<file path="src/rtl/alu_issue_queue.sv">
// -----------------------------------------------------------------------------
// alu_issue_queue
//
// Issue stage in front of an external 8-bit combinational ALU. Operation
// requests (A, B, select) arrive over a valid/ready handshake and are buffered
// in a DEPTH-entry FIFO. The FIFO head drives the ALU inputs. The ALU result
// comes back combinationally and is captured into a registered output stage,
// which has its own valid/ready handshake. A divide request with B == 0 is
// flagged on out_divz; its result is passed through unchanged.
//
// Parameters:
//   DEPTH  - FIFO entries (power of 2, >= 2)
//   DATA_W - operand / result width
//   SEL_W  - ALU select width
//
// Ports:
//   clk, rst            - clock, synchronous active-high reset
//   in_valid/in_ready   - request handshake (in_ready = count < DEPTH, 0 in rst)
//   in_a, in_b, in_sel  - request operands and opcode
//   alu_a, alu_b, alu_sel - FIFO head to the ALU (all zero when empty)
//   alu_result          - combinational ALU result for the current head
//   out_valid/out_ready - result handshake
//   out_result, out_sel - registered result and the opcode that produced it
//   out_divz            - result came from a divide (sel 0011) with B == 0
//   count               - FIFO occupancy, 0..DEPTH
//
// Optional feature (macro ALU_ISSUE_STATS_EN):
//   op_count   - 16-bit count of result handshakes, wraps, cleared by rst
//   divz_count - 8-bit count of handshakes that carried out_divz, wraps
// -----------------------------------------------------------------------------
module alu_issue_queue #(
  parameter int DEPTH  = 4,
  parameter int DATA_W = 8,
  parameter int SEL_W  = 4
) (
  input  logic                     clk,
  input  logic                     rst,
  input  logic                     in_valid,
  output logic                     in_ready,
  input  logic [DATA_W-1:0]        in_a,
  input  logic [DATA_W-1:0]        in_b,
  input  logic [SEL_W-1:0]         in_sel,
  output logic [DATA_W-1:0]        alu_a,
  output logic [DATA_W-1:0]        alu_b,
  output logic [SEL_W-1:0]         alu_sel,
  input  logic [DATA_W-1:0]        alu_result,
  output logic                     out_valid,
  input  logic                     out_ready,
  output logic [DATA_W-1:0]        out_result,
  output logic [SEL_W-1:0]         out_sel,
  output logic                     out_divz,
  output logic [$clog2(DEPTH):0]   count
`ifdef ALU_ISSUE_STATS_EN
  ,
  output logic [15:0]              op_count,
  output logic [7:0]               divz_count
`endif
);

  localparam int PTR_W = $clog2(DEPTH);
  localparam int CNT_W = PTR_W + 1;

  localparam logic [SEL_W-1:0]  SEL_DIV   = SEL_W'(3);
  localparam logic [CNT_W-1:0]  CNT_FULL  = CNT_W'(DEPTH);
  localparam logic [CNT_W-1:0]  CNT_ONE   = CNT_W'(1);
  localparam logic [PTR_W-1:0]  PTR_ONE   = PTR_W'(1);

  // FIFO storage (not cleared by reset; only the pointers define validity)
  logic [DATA_W-1:0] r_mem_a   [DEPTH];
  logic [DATA_W-1:0] r_mem_b   [DEPTH];
  logic [SEL_W-1:0]  r_mem_sel [DEPTH];

  logic [PTR_W-1:0]  r_wr_ptr;
  logic [PTR_W-1:0]  r_rd_ptr;
  logic [CNT_W-1:0]  r_count;

  logic              r_out_valid;
  logic [DATA_W-1:0] r_out_result;
  logic [SEL_W-1:0]  r_out_sel;
  logic              r_out_divz;

  logic              w_empty;
  logic              w_in_ready;
  logic              w_push;
  logic              w_cap;
  logic              w_hs;
  logic [DATA_W-1:0] w_head_a;
  logic [DATA_W-1:0] w_head_b;
  logic [SEL_W-1:0]  w_head_sel;
  logic              w_head_divz;

  // Divide-by-zero detection for one FIFO entry.
  function automatic logic is_divz(input logic [SEL_W-1:0] sel,
                                   input logic [DATA_W-1:0] b);
    return (sel == SEL_DIV) && (b == {DATA_W{1'b0}});
  endfunction

  // Handshake and capture qualifiers.
  always_comb begin
    w_empty    = (r_count == {CNT_W{1'b0}});
    // Full is judged on the registered count only: no push-at-full even
    // when the head is popped in the same cycle.
    w_in_ready = !rst && (r_count < CNT_FULL);
    w_push     = in_valid && w_in_ready;
    w_cap      = !w_empty && (!r_out_valid || out_ready);
    w_hs       = r_out_valid && out_ready;
  end

  // Head of the FIFO presented to the ALU; zeroes while empty.
  always_comb begin
    if (w_empty) begin
      w_head_a   = {DATA_W{1'b0}};
      w_head_b   = {DATA_W{1'b0}};
      w_head_sel = {SEL_W{1'b0}};
    end else begin
      w_head_a   = r_mem_a[r_rd_ptr];
      w_head_b   = r_mem_b[r_rd_ptr];
      w_head_sel = r_mem_sel[r_rd_ptr];
    end
    w_head_divz = !w_empty && is_divz(w_head_sel, w_head_b);
  end

  // FIFO entry write on an accepted request.
  always_ff @(posedge clk) begin
    if (w_push) begin
      r_mem_a[r_wr_ptr]   <= in_a;
      r_mem_b[r_wr_ptr]   <= in_b;
      r_mem_sel[r_wr_ptr] <= in_sel;
    end
  end

  // FIFO pointers and occupancy; pointers wrap naturally (DEPTH is 2^n).
  always_ff @(posedge clk) begin
    if (rst) begin
      r_wr_ptr <= {PTR_W{1'b0}};
      r_rd_ptr <= {PTR_W{1'b0}};
      r_count  <= {CNT_W{1'b0}};
    end else begin
      if (w_push) begin
        r_wr_ptr <= r_wr_ptr + PTR_ONE;
      end
      if (w_cap) begin
        r_rd_ptr <= r_rd_ptr + PTR_ONE;
      end
      case ({w_push, w_cap})
        2'b10:   r_count <= r_count + CNT_ONE;
        2'b01:   r_count <= r_count - CNT_ONE;
        default: r_count <= r_count;
      endcase
    end
  end

  // Output register: captures the ALU result of the head, holds under stall.
  always_ff @(posedge clk) begin
    if (rst) begin
      r_out_valid  <= 1'b0;
      r_out_result <= {DATA_W{1'b0}};
      r_out_sel    <= {SEL_W{1'b0}};
      r_out_divz   <= 1'b0;
    end else if (w_cap) begin
      r_out_valid  <= 1'b1;
      r_out_result <= alu_result;
      r_out_sel    <= w_head_sel;
      r_out_divz   <= w_head_divz;
    end else if (w_hs) begin
      r_out_valid  <= 1'b0;
    end
  end

`ifdef ALU_ISSUE_STATS_EN
  logic [15:0] r_op_count;
  logic [7:0]  r_divz_count;

  // Handshake statistics; both counters wrap.
  always_ff @(posedge clk) begin
    if (rst) begin
      r_op_count   <= 16'd0;
      r_divz_count <= 8'd0;
    end else if (w_hs) begin
      r_op_count <= r_op_count + 16'd1;
      if (r_out_divz) begin
        r_divz_count <= r_divz_count + 8'd1;
      end
    end
  end

  assign op_count   = r_op_count;
  assign divz_count = r_divz_count;
`endif

  assign in_ready   = w_in_ready;
  assign alu_a      = w_head_a;
  assign alu_b      = w_head_b;
  assign alu_sel    = w_head_sel;
  assign out_valid  = r_out_valid;
  assign out_result = r_out_result;
  assign out_sel    = r_out_sel;
  assign out_divz   = r_out_divz;
  assign count      = r_count;

endmodule

</file>
<file path="config.mk">
export PLATFORM = sky130hd
export DESIGN_NAME = alu_issue_queue
export DESIGN_NICKNAME = d
export VERILOG_FILES = /design/src/rtl/alu_issue_queue.sv
export SDC_FILE = /design/constraint.sdc
export NUM_CORES = 1
export LEC_CHECK = 0
export BUFFER_PORTS_ARGS = -buffer_cell sky130_fd_sc_hd__buf_2
export CAP_MARGIN = 30
export CORE_UTILIZATION = 48
export CTS_BUF_LIST = sky130_fd_sc_hd__clkbuf_4 sky130_fd_sc_hd__clkbuf_8
export CTS_CLUSTER_DIAMETER = 60
export DETAILED_ROUTE_END_ITERATION = 6
export HOLD_SLACK_MARGIN = 0.06
export PLACE_DENSITY_LB_ADDON = 0.12
export SLEW_MARGIN = 10
export SYNTH_ARGS = -nofsm -noshare
export SYNTH_HDL_FRONTEND = slang
export SYNTH_SLANG_ARGS = --single-unit
export TNS_END_PERCENT = 1
</file>
<file path="constraint.sdc">
create_clock -name clk -period 4.2 [get_ports clk]
set_clock_uncertainty 0.05 [all_clocks]
set_input_delay 1.05 -clock clk [delete_from_list [all_inputs] [get_ports clk]]
set_output_delay 1.05 -clock clk [all_outputs]
set_load 0.05 [all_outputs]
</file>
* Word-level counts from Yosys, hierarchy flattened
Memory sizes are Yosys's and may differ from the RTL's. A register that Yosys moved wholly into a read port is not among the register bits.
Cells that the tools add are included.
** Operators by class
- Add/subtract/negate cells :: 4
- Order comparisons :: 1
- Equal/unequal tests :: 3
- Multiplexer cells :: 14
- Reduce and logical (&&, ||, !) cells :: 14
** Operator list (number)
- 8-bit two-way mux :: 2
- 2-bit two-way mux :: 6
- 8-bit logical NOT :: 1
- 1-bit logical AND :: 6
- 3-bit case mux with 2 select lines :: 1
- 2-bit by 1-bit adder with 2-bit output (second input constant) :: 2
- 4-bit by 2-bit equality test with 1-bit output (second input constant) :: 1
- 1-bit two-way mux :: 4
- 4-bit two-way mux :: 1
- 2-bit nonzero test :: 2
- 3-bit by 1-bit adder with 3-bit output (second input constant) :: 1
- 1-bit logical NOT :: 3
- 3-bit logical NOT :: 1
- 3-bit < comparator (second input constant) :: 1
- 3-bit by 1-bit subtractor with 3-bit output (second input constant) :: 1
- 2-bit by 1-bit equality test with 1-bit output (second input constant) :: 1
- 2-bit equality test (second input constant) :: 1
- 1-bit logical OR :: 1
** Storage, ports and cells
- Flip-flop bits (word level) :: 21
- Bits in writable memories :: 80
- Input bits :: 32
- Memories :: 3
** Memories
- r_mem_a :: words 4, width 8, rd ports 1, clocked after Yosys merged registers in 1, write ports 1, RTL line 69 : logic [DATA_W-1:0] r_mem_a [DEPTH];
- r_mem_b :: words 4, width 8, rd ports 1, clocked after Yosys merged registers in 1, write ports 1, RTL line 70 : logic [DATA_W-1:0] r_mem_b [DEPTH];
- r_mem_sel :: words 4, width 4, rd ports 1, clocked after Yosys merged registers in 1, write ports 1, RTL line 71 : logic [SEL_W-1:0] r_mem_sel [DEPTH];

* Depth between registers and ports, before layout
Gate-level depths: netlist (run 1).
- Depth after elaboration :: 5
- Depth in mapped cells :: 10

* Worst setup path before layout (run 1)
OpenSTA, ideal clock, no wires.
- Kind :: input-to-reg
- Start point :: in rst
- End point :: reg r_count[2], in the netlist count[2]
- Setup time :: 70 ps
- Arrival :: 3068 ps
- Data required time :: 4080 ps
- Path slack :: 1012 ps
- Cell stages on the path :: 9
- Buffers on the path :: 0
- Cell sequence :: nor2_1 and2_1 inv_1 ha_1 inv_1 fa_1 xor2_1 or3_1 a21oi_1
** Between the ends
- Longest elaborated chain between the ends :: 5
- Elaborated cells between the ends (all ways) :: 7
- Those cells by class :: eq/ne (2); mux (1); reduce/logical (4)
** Ends and longest elaborated chain
- start: declaration :: RTL line 37 : input logic rst,
- 1-bit logical NOT :: RTL line 103 : w_in_ready = !rst && (r_count < CNT_FULL);
- 1-bit logical AND :: RTL line 103
- 1-bit logical AND :: RTL line 104 : w_push = in_valid && w_in_ready;
- 2-bit by 1-bit equality test with 1-bit output / 2-bit equality test (equally long branches) :: RTL line 145 : case ({w_push, w_cap})
- 3-bit case mux with 2 select lines / 2-bit nonzero test (equally long branches)
- end signal: assignment :: RTL line 146 : 2'b10: r_count <= r_count + CNT_ONE;
- end signal: assignment :: RTL line 147 : 2'b01: r_count <= r_count - CNT_ONE;
- end signal: assignment :: RTL line 148 : default: r_count <= r_count;
- end: declaration :: RTL line 75 : logic [CNT_W-1:0] r_count;
Several ways; a longest one is shown, not always the timed one.
A chain may end at the register's enable or synchronous reset.

==> impl.org, run 1 <==
** Place
- Routability-driven placement finished with a final weighted congestion of 0.732.
- Summing all placed instances gives a cell area of 4480 sq um.
- The number of placed instances, taps included, is 409.
- Prior to clock tree synthesis, the placed netlist has a worst setup slack of 0.910 ns.
- The count of buffers added on input and output ports is 69.
- Detailed placement ended at an HPWL of 4.57 mm.

** STA
- Least-Margin Pin Slew :: 0.736 ns
- Setup repair after global routing left no endpoint under its margin.
- Of the available clock period, the critical path in the final layout requires 0.823.
- Setup violations remaining at the end of the flow were counted as 0.
- In the final timing run, aggregate negative setup slack is 0 ns.
- The final-report max-slew violation count came to 0.
- Peak Freq :: 289 MHz
- Headroom to the max-slew limit :: 0.509
- The worst path meets setup with 0.744 ns of slack.
- The routed design could run at a clock period as short as 3.46 ns.
- The number of hold-slack violations in the final timing report is 0.

** Route
- In this run the remaining antenna-violating nets after routing total 0.
- Via-per-instance ratio :: 5.16
- Routed signal wires occupy layers up through met4.
- For this block, wires on met1 add up to 3.27 mm.
- Total routed wirelength :: 7.05 mm
- Total length of routed met3 wires :: 293 microns
- Drt initial violations :: 79
- Wire segments on met2 add up to 3.38 mm in the final route.
- Drt first pass iters :: 4
- Wirelength per Cell :: 16.6 microns
- After detailed routing, the number of remaining DRC violations is 0.
- Total via count in the routed design :: 2194

** Global route
- Total global-route track usage :: 0.174
- The via count of the first global-routing pass was 2193.
- Pin count of the biggest net entering global routing :: 25
- The first global-routing pass estimated 11.0 mm of wire.
- The number of antenna violations at the first check in global routing is 0.
- After global routing the overflow that remains totals 0.

** Floorplan
- The floorplan step set the die height to 93.4 microns.
- For this configuration, the core starts out at a cell density of 0.508.
- Placeable Area :: 7890 sq um
- Io pins :: 70
- Row count :: 32
- Die area :: 8720 sq um
- The die is 93.4 microns wide.

** Logic synthesis
- By area the synthesized netlist is led by edfxtp_1 (60%), dfxtp_1 (11%), mux4_2 (9.0%).
- Netlist area before placement :: 4010 sq um
- Counting flops with a built-in enable in the synthesized netlist gives 80.
- Instance count of the mapped netlist :: 240
- Of all flip-flops after synthesis, the portion carrying an async set or reset was 0.
- Share of the synthesized area in the top cell type :: 0.599
- The largest total area in the synthesized netlist belongs to edfxtp_1.
- The number of nets in the synthesized netlist is 278.
- In this run, synthesis produced a sequential element count of 103.
- The number of different library cells used by synthesis comes to 30.
- The Yosys step of the flow raised 0 warnings.
- Most common flop cell mapped by yosys :: edfxtp_1
- Syn Area/Cell :: 16.7 sq um
- Sequential area share after synthesis :: 0.714

** Finish
- Number of inserted diodes :: 0
- After the last flow step, the layout net total stands at 356.
- Fraction of layout instances using a drive strength above 1 :: 0.344
- From synthesis to final layout, the design area changed by 17.1%.
- Number of fill cells :: 623
- For this run, the number of standard cells in the final layout without fillers is 425.
- The finished cells cover 4700 sq um.
- The library cell used most frequently in the layout, excluding fill and tap cells, is edfxtp_1.
- The library cells used most frequently in the layout, excluding fill and tap cells, are edfxtp_1 (80), buf_2 (69), nand2_1 (27).
- Share of the core filled with cells :: 0.595

** Clock tree
- TritonCTS Buffers :: 9
- In this run, post-CTS repair resized a total of 0 instances.
- Buffers inserted to repair hold after CTS numbered 0.
- Setup repair bufs after CTS :: 0
- Clock tree synthesis selected as its root buffer the cell clkbuf_8.
- Buffer levels on the longest clock path :: 2
- Reg clk slew, reported paths :: 0.10 ns
- The later pin in the worst-skew pair is clocked with a latency of 0.34 ns.
- CTS H-Tree Depth :: 3
- TritonCTS built the clock tree.
- Counting every sink on the clock net gives 103.

** Critical path
- Highest fanout seen on the critical path :: 9
- Startpoint type of the worst setup path :: flop
- At the worst endpoint, the required time is 3.10 ns.
- The worst setup path is captured at an output port.
- Kind of critical path :: flop to output port
- Arrival time at the worst endpoint :: 2.36 ns

** Power and ir drop
- Reported leakage power :: 1.76 nW
- Maximum ir drop on the vdd rail :: 0.303 mV
- Cell area power density :: 671 nW/um^2

** Flow run
- Max Cap Violations :: 0

** Worst hold path
- Worst min-delay path category :: flop to flop

** Run status
- Outcome :: finished, final reports clean
==> stage by stage <==
step	hold WS, ns	power [mW]
final	0.408	3.15
after global routing	0.429	3.31
after CTS	0.412	3.20
after detailed placement	0.397	2.53
after global placement	0.394	2.52
after floorplan	0.435	2.26
==> final timing paths <==
kind | startpoint | to | slack [ns] | depth (start not counted)
setup / recovery | flop | alu_a[0] | 0.74 | 5
setup reg to reg | count[0] | count[2] | 1.38 | 10
hold reg to reg | out_result[2] | out_result[2] | 0.41 | 2
hold / removal | out_result[2] | out_result[2] | 0.41 | 2
==> cells in the mapped netlist (4+ instances only) <==
master and count:
a21oi_1 15, and2_1 21, and3_1 4, clkbuf_1 5, dfxtp_1 23, edfxtp_1 80
ha_1 5, inv_1 6, mux4_1 4, mux4_2 16, nand2_1 27, nor2_1 8
==> cell families (layout without fill, tap and decap cells) <==
family          count (synthesis)  in the layout  share of synthesized area
compound gates                 17             17                     0.0218
xor+xnor                        5              5                     0.0109
fa+ha+maj                       6              6                     0.0206
buf+inv                        17            100                     0.0228
flops                         103            103                      0.714
mux                            20             20                      0.116
simple gates                   72             72                     0.0939
==> layer usage <==
layer | up-vias | GRT usage
met1 | 1084 | 0.238
met4 | 0 | 0.0705
met2 | 47 | 0.276
met3 | 9 | 0.0341
li1 | 1054 | -
met5 | - | 0
==> worst max-delay path: stages (launching register included) <==
cell	delay (ns)
dfxtp_1	0.64
buf_4	0.31
buf_4	0.20
mux4_2	0.49
and2_1	0.16
buf_2	0.20
==> area by class of cell <==
type                       count  area (sq um)  share of cell area
sequential                   103          2860               0.609
multi-input combinational    120          1060               0.225
timing repair buffer          77           405              0.0863
tap                          102           128              0.0272
clock buffer                   9           124              0.0264
clock inverter                 7          95.1              0.0202
inverter                       7          26.3             0.00559
==> registers in the layout, indices dropped and copies added (netlist names), named ones only <==
register,flops
r_mem_b,32
out_result,8
out_sel,4
r_mem_sel,16
r_rd_ptr,2
r_mem_a,32
count,3
out_valid,1
r_wr_ptr,2
out_divz,1
==> power by group <==
group          switching (mW)  internal (mW)
logic                   0.835          0.361
registers              0.0778           1.21
clock network           0.326          0.338
total                    1.24           1.91
No activity file was read; power rests on OpenSTA's default activity.
==> inputs of run 2 (changes only) <==
- ABC_AREA: default -> 1
- clock period: 4.2 -> 3 ns (I/O delays scaled with it)
==> impl.org, run 2 <==
** Run status
- Outcome :: finished, final reports clean

** Route
- For this block, the initial DRC count from the detailed router was 135.
- Total via count in the routed design :: 2886
- After detailed routing, the number of remaining DRC violations is 0.
- Before antenna repair, the detailed router went through 4 iterations.
- After detailed routing, the number of vias per cell comes to 4.91.
- For this block, the routed nets add up to 8.58 mm of wire.
- Post-route ant nets :: 0
- Wirelength per Cell :: 14.6 microns

** Place
- Input and output buffers added on the ports amount to 69.
- Pre-CTS setup slack :: 0.471 ns
- The congestion estimate from routability-driven global placement came to 0.779.
- Placed wire-length estimate after detailed placement :: 5.40 mm

** Floorplan
- The die covers 9140 sq um.
- Measured along the x axis, the die boundary spans 95.6 microns.
- Io pins :: 70
- The initial utilization of the core area, before any placement, comes to 0.504.
- Row count :: 33
- From bottom edge to top edge, the die measures 95.6 microns.
- Placeable Area :: 8340 sq um

** Logic synthesis
- After synthesis, the netlist uses 20 different library cells.
- Summing every instance area after synthesis gives 4210 sq um.
- For this run, the register share of the synthesized area comes to 0.681.
- The number of nets handed over by synthesis was 444.
- Of all cell types, the one taking the most synthesized area is edfxtp_1.
- Number of warnings printed during yosys synthesis :: 0
- After synthesis, the share of flip-flops with an asynchronous set or reset is 0.
- Most common flop cell mapped by yosys :: edfxtp_1
- Counting every instance in the synthesized netlist gives 406.
- In this run, synthesis produced a sequential element count of 103.
- Top cells by count, synth :: edfxtp_1 (80), nand2_1 (78), nor2_1 (66)
- Share of the synthesized area in the top cell type :: 0.571
- Cell types with the largest area share after synthesis :: edfxtp_1 (57%), dfxtp_1 (11%), nand2_1 (7.0%)
- edfxtp_1 is the most common cell in the netlist.
- Counting flops with a built-in enable in the synthesized netlist gives 80.
- Dividing the synthesized area by the synthesized cell count gives 10.4 sq um.

** Critical path
- For this design, the slowest cell found on the critical path is buf_4.
- Buffer and inverter count on the worst path :: 2
- Critical register-to-register path startpoint :: count[2]
- Traced cell by cell, the critical path runs through buf_4, nor2_1, nor2_1, o21ai_0, a21oi_1, buf_2.
- The worst setup path is captured at an output port.
- Slowest cell delay on critical path :: 0.38 ns
- Cell mode on critical path :: nor2_1
- Startpoint type of the worst setup path :: flop
- Along the worst path, the maximum fanout reaches 40.
- For the worst setup path, the data arrival time is 1.90 ns.
- Broken down by cell family, the worst path's largest delay share belongs to buffers and inverters.
- Kind of critical path :: flop to output port
- For the worst setup path, the data required time is 2.20 ns.

** STA
- Time the worst path needs with I/O delays and setup :: 2.70 ns
- The final-report max-slew violation count was 0.
- Minimum setup slack in the final design :: 0.301 ns
- Headroom to the max-slew limit came out at 0.570.
- At the pin with the least slew margin, the transition time is 0.644 ns.
- Final number of hold-violating endpoints :: 0
- Hold is met by 0.423 ns.
- Setup repair after global routing left no endpoint under its margin.
- In the finished design, the share of the clock period the worst path needs comes to 0.900.
- Derived from the worst setup path, the maximum achievable clock frequency is 371 MHz.
- Setup Viol. Count Final :: 0

** Clock tree
- The H-tree was split into 3 levels.
- The clock reaches the later pin of the worst-skew pair after 0.36 ns.
- TritonCTS Sinks :: 103
- The cell sitting at the root of the clock tree is a clkbuf_8.
- In this run, CTS created clock tree buffers numbering 9.
- Reg clk slew, reported paths :: 0.09 ns
- No sink is reached through more buffers than the 2 on the longest clock path.
- The number of gates resized after CTS was 0.
- Count of hold-fix buffers inserted at cts :: 0
- TritonCTS built the clock tree.
- Setup repair bufs after CTS :: 0

** Finish
- For this run, the post-layout net count is 516.
- Number of inserted diodes :: 0
- Of the cells placed in the final design, the portion with a size suffix greater than 1 is 0.213.
- The layout has 765 filler cells.
- Biggest regs :: r_mem_a x32, r_mem_b x32, r_mem_sel x16
- Leading cell types in the layout, fill and taps excluded :: edfxtp_1 (80), nand2_1 (78), buf_2 (69)
- Leaving out fill and tap cells, the most frequent cell in the layout is edfxtp_1.
- Layout area overhead :: 16.9%

** Global route
- Global-route congestion overflow total :: 0
- Global-route wire length before repair :: 13.3 mm
- The number of antenna violations at the first check in global routing is 0.
- Entering global routing, the biggest net connects 41 pins.
- Total global-route track usage :: 0.202
- Via count of the first global-routing pass :: 2692

** Power and ir drop
- Maximum ir drop on the vdd rail :: 0.490 mV
- Power spread over the standard cell area amounts to 995 nW/um^2.
- In this run the static leakage power is 2.15 nW.

** Worst hold path
- Worst min-delay path category :: flop to flop
- The worst hold path begins at r_rd_ptr[1].

** Flow run
- Max Cap Violations :: 0
==> run 2: path summary, 6_finish.rpt <==
| kind | to | slack [ns] | cells after the start |
|---|---|---|---|
| hold reg to reg | flop | 0.42 | 2 |
| hold / removal | flop | 0.42 | 2 |
| setup / recovery | alu_a[6] | 0.30 | 6 |
| setup reg to reg | count[2] | 0.89 | 9 |
==> run 2: area by class of cell <==
cell class	count	area (sq um)	area share
sequential	103	2860	0.582
clock buffer	11	139	0.0283
tap	105	131	0.0267
timing repair buffer	78	413	0.0840
multi-input combinational	233	1060	0.217
clock inverter	5	106	0.0216
inverter	53	199	0.0405
==> run 2: through the flow <==
step	power (mW)	util	setup TNS, ns	instance area, sq um	std cells
floorplan	3.42	-	-13.35	4210	406
global route	5.18	0.589	0	4920	588
finish	4.89	0.589	0	4920	588
CTS	4.93	0.589	0	4920	588
detailed placement	3.91	0.560	0	4670	572
global placement	3.88	0.560	0	4670	572
==> run 2: logic make-up after synthesis <==
kind of cell | Yosys count | synth area share
simple gates | 169 | 0.161
flops | 103 | 0.681
buf+inv | 70 | 0.0687
compound gates | 57 | 0.0678
fa+ha+maj | 6 | 0.0196
xor+xnor | 1 | 0.00208
==> run 2: worst register-to-register path, stage by stage (launching register included) <==
cell and delay, ns:
dfxtp_1 0.44, nor3_4 0.12, nor2_1 0.29, ha_1 0.21, inv_1 0.07, fa_1 0.38
a21oi_1 0.14, o21ai_0 0.11, xor2_1 0.15, nor2_1 0.05
==> run 2: power breakdown <==
| part | leakage, nW | internal, mW | total [mW] | switching [mW] |
|---|---|---|---|---|
| Clock | 0.121 | 0.575 | 1.03 | 0.457 |
| Combinational | 1.11 | 0.487 | 2.10 | 1.61 |
| Sequential | 0.916 | 1.69 | 1.76 | 0.0717 |
| Total | 2.15 | 2.75 | 4.89 | 2.14 |
==> run 2: routing by layer <==
layer / part of all wire / vias up / GRT usage
met1: 0.45 / 1352 / 0.260
met3: 0.049 / 5 / 0.0470
met4: 0.011 / 0 / 0.0597
li1: - / 1469 / -
met5: 0 / - / 0
met2: 0.49 / 60 / 0.339
==> inputs of run 3 (changes only) <==
- CTS_BUF_LIST: sky130_fd_sc_hd__clkbuf_4 sky130_fd_sc_hd__clkbuf_8 -> sky130_fd_sc_hd__clkbuf_16
==> impl.org, run 3 (synthesized netlist as in run 2, its figures left out) <==
** Run status
- The run finished with clean final reports.

** STA
- At the pin with the least slew margin, the transition time is 0.635 ns.
- Time the worst path needs with I/O delays and setup :: 2.67 ns
- Unrepaired setup endpoints after global routing :: false
- Setup Viol. Count Final :: 0
- The final-report max-slew violation count came to 0.
- Aggregate negative setup slack :: 0 ns
- In this run the tightest slew margin relative to its limit is 0.576.
- Crit share post-route :: 0.891
- Static timing analysis puts the maximum clock frequency at 374 MHz.
- The number of hold-slack violations in the final timing report is 0.

** Route
- After the first detailed-routing iteration, the DRC count stood at 131.
- Via-per-instance ratio :: 5.00
- Drt first pass iters :: 4
- Number of remaining DRC errors :: 0
- Once detail routing completed, the nets flagged for antenna violations numbered 0.
- Total routed wirelength :: 8.71 mm
- Wirelength per Cell :: 14.8 microns
- Total via count in the routed design :: 2938

** Flow run
- Across the run, the number of max-cap violations was 0.

** Global route
- Global-route wire length before repair :: 13.4 mm
- Total global-route track usage :: 0.204
- Pin count of the biggest net entering global routing :: 41
- The number of antenna violations at the first check in global routing was 0.
- Global-route congestion overflow total :: 0
- Via count of the first global-routing pass :: 2692

** Critical path
- Highest fanout seen on the critical path :: 40
- The setup path with the least slack is of type flop to output port.
- At the worst endpoint, the required time is 2.20 ns.
- Arrival time at the worst endpoint :: 1.87 ns
- STA classifies the critical path startpoint as a flop.
- STA classifies the critical path endpoint as an output port.
- For flop-to-flop paths, the worst setup slack is 0.89 ns.

** Place
- At the end of routability-driven placement, the weighted congestion stood at 0.779.
- The count of buffers added on input and output ports is 69.
- The placed instances occupy a cell area of 4670 sq um.
- Placed wire-length estimate after detailed placement :: 5.40 mm

** Power and ir drop
- Cell area power density :: 1030 nW/um^2
- Reported leakage power :: 2.20 nW
- Total power for the finished layout comes to 5.17 mW.
- Maximum ir drop on the vdd rail :: 0.438 mV

** Finish
- The top cell types in the final layout, fill and taps aside, are edfxtp_1 (80), nand2_1 (78), buf_2 (69).
- The net count of the finished layout is 516.
- Summing all flip-flop and latch instances after layout gives 2860 sq um.
- The area growth from synthesis to layout is 19.1%.
- Number of fill cells :: 745
- Fraction of layout instances using a drive strength above 1 :: 0.209
- Biggest regs :: r_mem_a x32, r_mem_b x32, r_mem_sel x16
- With fillers left out, the area of the finished cells amounts to 5010 sq um.
- The repair_antennas step left the layout with diodes totalling 0.
- Share of the core filled with cells :: 0.601
- The library cell used most frequently in the layout, excluding fill and tap cells, is edfxtp_1.
- Summing all multi-input logic gate instances after layout gives 1060 sq um.

** Floorplan
- Height of the die :: 95.6 microns
- In this run the standard cell core region covers 8340 sq um.
- The floorplan step defined a die boundary enclosing 9140 sq um.
- Die Width :: 95.6 microns
- Row count :: 33
- Effective utilization at floorplan :: 0.504
- In this run the count of I/O pins placed on the die edge is 70.

** Clock tree
- CTS tree :: built
- Later-pin clock latency in the skew report :: 0.34 ns
- Count of hold-fix buffers inserted at cts :: 0
- CTS placed an instance of clkbuf_16 at the clock tree root.
- TritonCTS Buffers :: 9
- The H-tree was split into 3 levels.
- In this run the post-CTS setup repair buffer count came out at 0.
- In this run, post-CTS repair resized a total of 0 instances.
- In this run the deepest clock path goes through 2 buffers.
- TritonCTS Sinks :: 103
- After clock tree synthesis, the clock-pin slew on the worst setup and hold paths is 0.07 ns.

** Worst hold path
- Worst min-delay path category :: flop to flop
[run 3: cell types whose count changed in the layout (fill, tap and decap cells not counted), sizes merged]
cell and delta:
clkbuf -2, inv +2
[run 3: power by group]
group	total, mW	internal, mW	switching (mW)
clock network	1.30	0.811	0.494
registers	1.76	1.69	0.0717
logic	2.11	0.487	1.62
[run 3: worst max-delay path, stage by stage, from the launching register on]
cell and delay, ns:
dfxtp_1 0.35, buf_4 0.39, nor2_1 0.11, nor2_1 0.10
o21ai_0 0.08, a21oi_1 0.20, buf_2 0.29
[run 3: cell type report]
type	instances	area share
inverter	53	0.0397
clock buffer	9	0.0450
multi-input combinational	233	0.213
tap	105	0.0262
timing repair buffer	78	0.0824
sequential	103	0.571
clock inverter	7	0.0227
[run 3: worst paths after layout]
kind | depth (start not counted) | endpoint | startpoint
worst max register to register | 9 | count[2] | count[2]
worst min register to register | 2 | r_rd_ptr[1] | r_rd_ptr[1]
worst min-delay path | 2 | r_rd_ptr[1] | r_rd_ptr[1]
worst max-delay path | 6 | alu_a[6] | flop
[run 3: routing by layer]
layer	wire length [microns]	track usage	vias up
met2	4330	0.339	60
li1	-	-	1472
met4	135	0.0784	0
met1	3840	0.262	1395
met5	0	0	-
met3	402	0.0447	11
[run 3: through the flow]
| stage | hold WS (ns) | setup WS [ns] | cells |
|---|---|---|---|
| finish | 0.418 | 0.326 | 588 |
| CTS | 0.420 | 0.288 | 588 |
| floorplan | 0.392 | -0.167 | 406 |
| global placement | 0.407 | 0.549 | 572 |
| detailed placement | 0.410 | 0.471 | 572 |
| global route | 0.439 | 0.149 | 588 |
